==> src/rtl/wca_reg_pkg.sv <==
`default_nettype none
// ============================================================================
//  Module      : wca_reg_pkg
//  Description : Shared types and helpers for the shadow/active register bank:
//                byte-lane count, byte-lane merge and readback source select.
//  Revision    : 1.0  initial release
// ============================================================================
package wca_reg_pkg;

    // Which copy of a register the readback port returns.
    typedef enum logic {
        RD_ACTIVE = 1'b0,
        RD_SHADOW = 1'b1
    } rd_src_e;

    // Number of byte lanes in a register of the given width.
    function automatic int unsigned calc_nbe(input int unsigned width);
        return width / 8;
    endfunction

    // Merge one byte lane: take the new byte when its enable is set.
    function automatic logic [7:0] merge_be(input logic [7:0] old_b,
                                            input logic [7:0] new_b,
                                            input logic       be);
        return be ? new_b : old_b;
    endfunction

endpackage
`default_nettype wire

==> src/rtl/wca_reg_slice.sv <==
`default_nettype none
// ============================================================================
//  Module      : wca_reg_slice
//  Description : One shadow+active register pair with dirty flag and
//                self-clearing pulse bits in the active copy.
//  Revision    : 1.0  initial release
// ============================================================================
module wca_reg_slice
    import wca_reg_pkg::*;
#(
    parameter int unsigned      WIDTH       = 32,
    parameter logic [WIDTH-1:0] RESET_VAL   = '0,
    parameter logic [WIDTH-1:0] PULSE_MASK  = '0,
    parameter bit               AUTO_COMMIT = 1'b0
) (
    input  logic                 clk_i,
    input  logic                 rst_ni,
    input  logic                 clr_i,
    input  logic                 wr_i,
    input  logic [WIDTH-1:0]     wr_data_i,
    input  logic [WIDTH/8-1:0]   wr_be_i,
    input  logic                 commit_i,
    output logic [WIDTH-1:0]     shadow_o,
    output logic [WIDTH-1:0]     active_o,
    output logic                 dirty_o
);

    localparam int unsigned NBE = calc_nbe(WIDTH);

    logic [WIDTH-1:0] shadow_q, shadow_d;
    logic [WIDTH-1:0] active_q, active_d;
    logic             dirty_q,  dirty_d;
    logic [WIDTH-1:0] w_merged;

    // Byte-enable merge of incoming write data over the current shadow value.
    always_comb begin
        w_merged = shadow_q;
        for (int b = 0; b < NBE; b++) begin
            w_merged[8*b +: 8] = merge_be(shadow_q[8*b +: 8], wr_data_i[8*b +: 8], wr_be_i[b]);
        end
    end

    // Next state: pulse bits drop unless reloaded; commit copies the pre-write shadow.
    always_comb begin
        shadow_d = shadow_q;
        active_d = active_q & ~PULSE_MASK;
        dirty_d  = dirty_q;
        if (AUTO_COMMIT) begin
            if (wr_i) begin
                shadow_d = w_merged;
                active_d = w_merged;
            end
            dirty_d = 1'b0;
        end else begin
            if (commit_i && dirty_q) begin
                active_d = shadow_q;
                dirty_d  = 1'b0;
            end
            if (wr_i) begin
                shadow_d = w_merged;
                dirty_d  = 1'b1;
            end
        end
    end

    // State registers; synchronous clear behaves exactly like reset.
    always_ff @(posedge clk_i or negedge rst_ni) begin
        if (!rst_ni) begin
            shadow_q <= RESET_VAL;
            active_q <= RESET_VAL;
            dirty_q  <= 1'b0;
        end else if (clr_i) begin
            shadow_q <= RESET_VAL;
            active_q <= RESET_VAL;
            dirty_q  <= 1'b0;
        end else begin
            shadow_q <= shadow_d;
            active_q <= active_d;
            dirty_q  <= dirty_d;
        end
    end

    assign shadow_o = shadow_q;
    assign active_o = active_q;
    assign dirty_o  = dirty_q;

endmodule
`default_nettype wire

==> src/rtl/wca_shadow_reg_bank.sv <==
`default_nettype none
// ============================================================================
//  Module      : wca_shadow_reg_bank
//  Description : Bank of NREG shadow/active control registers with byte-enable
//                writes, atomic commit, pulse bits and registered readback.
//  Revision    : 1.0  initial release
// ============================================================================
module wca_shadow_reg_bank
    import wca_reg_pkg::*;
#(
    parameter int unsigned      WIDTH       = 32,
    parameter int unsigned      NREG        = 8,
    parameter int unsigned      AW          = 3,
    parameter logic [WIDTH-1:0] RESET_VAL   = '0,
    parameter logic [WIDTH-1:0] PULSE_MASK  = '0,
    parameter bit               AUTO_COMMIT = 1'b0
) (
    input  logic                    clk_i,
    input  logic                    rst_ni,
    input  logic                    clr_i,
    input  logic                    wr_en_i,
    input  logic [AW-1:0]           wr_addr_i,
    input  logic [WIDTH-1:0]        wr_data_i,
    input  logic [WIDTH/8-1:0]      wr_be_i,
    input  logic                    commit_i,
    input  logic                    rd_en_i,
    input  logic [AW-1:0]           rd_addr_i,
    input  logic                    rd_shadow_i,
    output logic [WIDTH-1:0]        rd_data_o,
    output logic                    rd_valid_o,
    output logic [NREG*WIDTH-1:0]   q_o,
    output logic [NREG-1:0]         dirty_o,
    output logic                    addr_err_o
);

    if (WIDTH % 8 != 0) begin : g_chk_width
        $error("WIDTH must be a multiple of 8");
    end
    if ((2 ** AW) < NREG) begin : g_chk_aw
        $error("AW too small to address NREG registers");
    end

    localparam logic [AW:0] c_NREG = (AW+1)'(NREG);

    logic             w_wr_ok;
    logic             w_wr_bad;
    logic             w_rd_bad;
    rd_src_e          w_rd_src;
    logic [WIDTH-1:0] w_rd_data;
    logic [WIDTH-1:0] w_shadow [NREG];

    logic [WIDTH-1:0] rd_data_q,  rd_data_d;
    logic             rd_valid_q, rd_valid_d;
    logic             addr_err_q, addr_err_d;

    assign w_wr_ok  = wr_en_i && ({1'b0, wr_addr_i} < c_NREG);
    assign w_wr_bad = wr_en_i && ({1'b0, wr_addr_i} >= c_NREG);
    assign w_rd_bad = rd_en_i && ({1'b0, rd_addr_i} >= c_NREG);
    assign w_rd_src = rd_src_e'(rd_shadow_i);

    for (genvar k = 0; k < NREG; k++) begin : g_slice
        wca_reg_slice #(
            .WIDTH       (WIDTH),
            .RESET_VAL   (RESET_VAL),
            .PULSE_MASK  (PULSE_MASK),
            .AUTO_COMMIT (AUTO_COMMIT)
        ) u_slice (
            .clk_i     (clk_i),
            .rst_ni    (rst_ni),
            .clr_i     (clr_i),
            .wr_i      (w_wr_ok && (wr_addr_i == AW'(k))),
            .wr_data_i (wr_data_i),
            .wr_be_i   (wr_be_i),
            .commit_i  (commit_i),
            .shadow_o  (w_shadow[k]),
            .active_o  (q_o[k*WIDTH +: WIDTH]),
            .dirty_o   (dirty_o[k])
        );
    end

    // Read mux; out-of-range addresses fall through to zero.
    always_comb begin
        w_rd_data = '0;
        for (int k = 0; k < NREG; k++) begin
            if (rd_addr_i == AW'(k)) begin
                w_rd_data = (w_rd_src == RD_SHADOW) ? w_shadow[k] : q_o[k*WIDTH +: WIDTH];
            end
        end
    end

    // Readback and error next state; read data holds while no read is requested.
    always_comb begin
        rd_data_d  = rd_data_q;
        rd_valid_d = rd_en_i;
        addr_err_d = w_wr_bad || w_rd_bad;
        if (rd_en_i) begin
            rd_data_d = w_rd_data;
        end
    end

    // Readback and error registers; clear wins over any request in the same cycle.
    always_ff @(posedge clk_i or negedge rst_ni) begin
        if (!rst_ni) begin
            rd_data_q  <= '0;
            rd_valid_q <= 1'b0;
            addr_err_q <= 1'b0;
        end else if (clr_i) begin
            rd_data_q  <= '0;
            rd_valid_q <= 1'b0;
            addr_err_q <= 1'b0;
        end else begin
            rd_data_q  <= rd_data_d;
            rd_valid_q <= rd_valid_d;
            addr_err_q <= addr_err_d;
        end
    end

    assign rd_data_o  = rd_data_q;
    assign rd_valid_o = rd_valid_q;
    assign addr_err_o = addr_err_q;

endmodule
`default_nettype wire
==> config.mk <==
export PLATFORM = sky130hd
export DESIGN_NAME = wca_shadow_reg_bank
export DESIGN_NICKNAME = d
export VERILOG_FILES = /design/src/rtl/wca_reg_pkg.sv /design/src/rtl/wca_reg_slice.sv /design/src/rtl/wca_shadow_reg_bank.sv
export SDC_FILE = /design/constraint.sdc
export NUM_CORES = 1
export LEC_CHECK = 0
export BUFFER_PORTS_ARGS = -buffer_cell sky130_fd_sc_hd__buf_2
export CAP_MARGIN = 20
export CORE_UTILIZATION = 43
export CTS_BUF_LIST = sky130_fd_sc_hd__clkbuf_4 sky130_fd_sc_hd__clkbuf_8 sky130_fd_sc_hd__clkbuf_16
export CTS_CLUSTER_SIZE = 16
export DETAILED_ROUTE_END_ITERATION = 10
export PLACE_DENSITY = 0.67
export SLEW_MARGIN = 40
export SYNTH_ARGS = -nofsm -noshare
export SYNTH_HDL_FRONTEND = slang
export SYNTH_SLANG_ARGS = --single-unit
export TNS_END_PERCENT = 5
==> constraint.sdc <==
create_clock -name clk_i -period 1.75 [get_ports clk_i]
set_input_delay 0.2625 -clock clk_i [delete_from_list [all_inputs] [get_ports clk_i]]
set_output_delay 0.2625 -clock clk_i [all_outputs]
set_load 0.01 [all_outputs]
; Yosys cells after proc, flatten, opt, wreduce, memory -nomap -nowiden
; Cells that the tools add are included.
[word_totals]
output_inout_bits = 298
register_bits = 553
elab_cells = 222
ramBits = 0
n_memories = 0
rom_bits = 0
in_bits = 49
latchBits = 0
[classes]
shifts = 0
mul = 0
n_lt_le_gt_ge = 0
addsub = 0
div_mod_pow = 0
reduce_logical = 79
eq_ne = 14
bitwise_logic = 0
n_mux = 79
[ops]
columns = op, n
row1 = 32-bit 2-to-1 mux, 50
row2 = 2-bit AND reduction, 32
row3 = 2-bit nonzero test, 21
row4 = 8-bit 2-to-1 mux, 4
row5 = 1-bit 2-to-1 mux, 25
row6 = 3-bit == test (second input constant), 8
row7 = 3-bit nonzero test, 8
row8 = 1-bit logical AND, 16
row9 = 3-bit by 2-bit == test with 1-bit output (second input constant), 4
row10 = 3-bit by 1-bit == test with 1-bit output (second input constant), 2
row11 = 3-bit zero test, 2

; Longest topological paths before layout
[depth]
word_depth = 11
mapped_depth = 9
mapped_depth_nobuf = 5

; Cells and area by module
; From an unflattened synthesis, not the netlist that was laid out.
[hier_totals]
hier_cells = 2828
hier_area_um2 = 29945.0
[modules_own_cells]
columns = module, cells_each, instances, area_per_inst_um2, seq_area_each_um2
row1 = wca_reg_slice, 259, 8, 2976.6, 1626.6
row2 = wca_shadow_reg_bank, 756, 1, 6132.1, 825.8

; Least setup slack after synthesis
; No wires, ideal clock.
[synth_path]
path_kind = input port to flip-flop
from = in rd_shadow_i
to = reg rd_data_q[4] (netlist: rd_data_o[4])
setup_ps = 122
n_path_buf = 4
path_stages = 8
arrival_time_ps = 1577
path_slack_ps = 51
path_cell_list = buf_6 -> buf_6 -> buf_6 -> buf_6 -> mux2i_1 -> o22ai_1 -> a311o_1 -> a32o_1
[synth_between]
elab_chain_len = 11
[synth_rtl]
columns = element, line_no
row1 = "start, declared", wca_shadow_reg_bank.sv:28  ; input logic rd_shadow_i,
row2 = 32-bit 2-to-1 mux, wca_shadow_reg_bank.sv:86  ; w_rd_data = (w_rd_src == RD_SHADOW) ? w_shadow[k] : q_o[k*WIDTH +: WIDTH];
row3 = 32-bit 2-to-1 mux (7 in a row), wca_shadow_reg_bank.sv:85  ; if (rd_addr_i == AW'(k)) begin
row4 = 32-bit 2-to-1 mux *, wca_shadow_reg_bank.sv:85
row5 = 32-bit 2-to-1 mux *, wca_shadow_reg_bank.sv:96  ; if (rd_en_i) begin
row6 = 32-bit 2-to-1 mux *, wca_shadow_reg_bank.sv:107  ; end else if (clr_i) begin
row7 = "end signal, assigned", wca_shadow_reg_bank.sv:112  ; rd_data_q <= rd_data_d;
row8 = "end, declared", wca_shadow_reg_bank.sv:52  ; logic [WIDTH-1:0] rd_data_q, rd_data_d;
; Every way passes the cells marked *; elsewhere a longest branch is shown, timed or not. The select of a mux whose other input is x is not followed.
; A chain may end at the register's enable or synchronous reset.

; Worst setup path in the final report
[layout_path]
from = reg g_slice[6].u_slice.active_q[30]
to = reg rd_data_q[30] (netlist: rd_data_o[30])
[layout_between]
elab_chain_len = 5
[layout_rtl]
columns = element, line_no
row1 = "start, declared", wca_reg_slice.sv:31  ; logic [WIDTH-1:0] active_q, active_d;
row2 = "start signal, assigned", wca_reg_slice.sv:78  ; active_q <= active_d;
row3 = 32-bit 2-to-1 mux, wca_shadow_reg_bank.sv:86
row4 = 32-bit 2-to-1 mux (2 in a row), wca_shadow_reg_bank.sv:85
row5 = 32-bit 2-to-1 mux, wca_shadow_reg_bank.sv:96
row6 = 32-bit 2-to-1 mux, wca_shadow_reg_bank.sv:107
; No other way between the ends. The select of a mux whose other input is x is not followed.

==> results.cfg <==
[critical_path]
slowest_stage = dfrtp_1
cp_top_family = compound AO/OA/AOI/OAI gates
crit_cells = 5
worstSetupEndpoint = rd_data_o[30]
slowest_delay_ps = 420
crit_start = g_slice[6].u_slice.active_o[30]
crit_buf_inv = 0
r2r_slack_ps = 70
crit_type = register to register
start_kind = register
critPathMaxFanout = 3
timing.rr.end = rd_data_o[30]
critPathRequiredTime_ps = 2280
reg2reg_depth = 5
worstSetupEndpointType = register
worstPathCellList = nor2b_1 -> a211oi_1 -> o22ai_1 -> a311o_1 -> a32o_1
reg2reg_from = g_slice[6].u_slice.active_o[30]
cp.arrival_ps = 2210

[final_layout]
multi_input_area_um2 = 10100
final_util_pct = 54.6
design_area_um2 = 31000
fillers = 5025
drive_gt1_share_pct = 25.5
syn2layout_area_growth_pct = 24.7
seqCellArea_um2 = 13800
fin_nets = 2722

[synth]
ys_seq_elements = 553
syn_avg_cell_area_um2 = 11.0
synth.area.top_cells = dfrtp_1 56%, a22o_1 9.0%, mux2i_1 7.7%
synth_area_leader_cell = dfrtp_1
yosysTopAreaCellShare_pct = 55.6
syn-num-nets = 2313
synth_cell_types = 36
syn-instance-count = 2264
synth_ff_type = dfrtp_1
synth_warnings = 0
synthesis.area_um2 = 24900
synth-edff-count = 0
ys_seq_area_share_pct = 55.6
ys_async_sr_fraction_pct = 100

[floorplan]
rows = 87
core_area_um2 = 56800
chipWidth_um = 243
initial_core_util_pct = 43.8
io_pins = 347
design.die.area_um2 = 58800
die_h_um = 243

[clock_network]
cts_tree = built
cts.htree.levels = 2
numCtsBuffers = 58
path_clk_slew_ps = 60
cts-root-buf = clkbuf_16
clock-sinks = 553
cts_setup_buffers = 0
cts_buffer_depth = 3
insertion_delay_ps = 650

[sta]
fmax_mhz = 596
fin_worst_skew_ps = 47.5
min_period_ps = 1680
relSlewSlack_pct = 54.1
slew_viol_final = 0
hold_viol = 0
tightest_slew_ps = 688
finalWorstSetupSlack_ps = 72.6
period_share_pct = 95.9
rsz0062_at_grt = false
setup_viol = 0
fin_setup_tns_ps = 0

[route]
drc = 0
first_pass_iters = 5
wirelength_um = 90600
ant_nets = 0
via_count = 21000
vias_per_cell = 6.04
wl_per_cell_um = 26.0
drt-initial-drc-count = 1832

[grt]
grt_pass1_wl_um = 135000
grt_max_degree = 88
grt_usage_pct = 30.4
grt_overflow = 0
antenna_found_initial = 8
grt_pass1_vias = 20700

[pwr]
leakage_nw = 15.1
p_total_w = 0.0302
powerDensity_nw_per_um2 = 974
irDropWorstVdd_mv = 0.800

[place]
dpl_cell_area_um2 = 28900
portBuffers = 345
hpwl_um = 64900
place_ws_ps = -351
gp_congestion = 0.968

[run]
drv_cap = 0

[run_status]
outcome = finished, final reports clean

[min_path]
holdPathStages = 3
min_path_type = primary input to register
## registers in the layout, summed over array words and instances, names as in the netlist
register and count:
g_slice.u_slice.dirty_o 8, g_slice.u_slice.active_o 256, rd_valid_o 1, rd_data_o 32, g_slice.u_slice.shadow_o 256
## power by group
group	internal [W]	total, W	switching [W]
clock network	0.00764	0.0130	0.00532
registers	0.0134	0.0140	0.000570
logic	0.00124	0.00329	0.00206
## cell usage after synthesis (all sizes together) (11+ instances only)
cell / instances
nor2: 44
a311o: 31
clkbuf: 111
mux2i: 192
buf: 97
a32o: 31
a22o: 256
a21oi: 22
nand2b: 32
and2: 11
o31ai: 32
o21a: 31
nand2: 267
nor2b: 70
a211oi: 65
dfrtp: 553
o21ai: 333
o22ai: 64
## per-stage QoR
step | instances | hold slack [ps]
global placement | 3361 | 174
detailed placement | 3365 | 182
CTS | 3478 | 13.5
global route | 3482 | 35.3
floorplan | 2264 | -33.1
finish | 3485 | 33.7
## layer usage
metal	part of all wire (%)	track usage [%]	up-vias
met5	0.015	0	-
met4	3.6	12.0	2
met3	8.2	6.98	165
met2	46	47.4	942
met1	42	41.0	10700
li1	-	-	9228
## layout by cell type, fill, tap and decap left out, drive strengths merged, types with 2 or more instances in the layout
cell type,count
a211oi,65
o21ai,333
diode,7
dlygate4sd3,4
nand2b,32
buf,553
a32o,31
a32oi,2
dfrtp,553
and2,11
clkinv,19
mux2i,192
o31ai,32
nor2b,70
o22ai,64
a22o,256
o21a,31
nor2,44
a31oi,9
clkbuf,84
bufinv,5
a21o,2
a21oi,22
a311o,31
nand2,267
## final cells by class
class / instances / share of cell area, %
Clock buffer: 84 / 5.58
Inverter: 1 / 0.0121
Tap cell: 756 / 3.05
Antenna cell: 7 / 0.0564
Timing Repair Buffer: 557 / 13.1
Clock inverter: 25 / 0.956
Sequential cell: 553 / 44.6
Multi-Input combinational cell: 1502 / 32.7
## logic make-up (layout without fill, tap and decap cells)
group / count (synthesis) / after routing / synth area share [%]
AOI/OAI and AO/OA: 881 / 881 / 24.7
buffers and inverters: 209 / 667 / 4.23
DFF: 553 / 553 / 55.6
muxes: 192 / 192 / 7.72
other: 1 / 8 / 0.0151
and+or+nand+nor: 428 / 428 / 7.67
## worst register-to-register path, stage by stage (launching register included)
cell      delay [ps]
dfrtp_1          420
nor2b_1          150
a211oi_1         320
o22ai_1          140
a311o_1          290
a32o_1           240
## what timing repair did
item                       4_1_cts  5_1_grt
hold buffers                     4        0
hold endpoints to repair       444        0
setup endpoints to repair        0        5
resized for setup                0        3
## how the worst min path moves through the flow
stage	startpoint	end	slack, ps
after floorplan	rst_ni	g_slice[0].u_slice.active_o[0]	-30
after global placement	rst_ni	g_slice[1].u_slice.active_o[28]	170
after detailed placement	rst_ni	g_slice[1].u_slice.active_o[28]	180
after CTS	wr_data_i[28]	g_slice[7].u_slice.shadow_o[28]	10
after global routing	clr_i	g_slice[2].u_slice.dirty_o	40
final	wr_data_i[28]	g_slice[7].u_slice.shadow_o[28]	30
No activity file was read; power rests on OpenSTA's default activity.
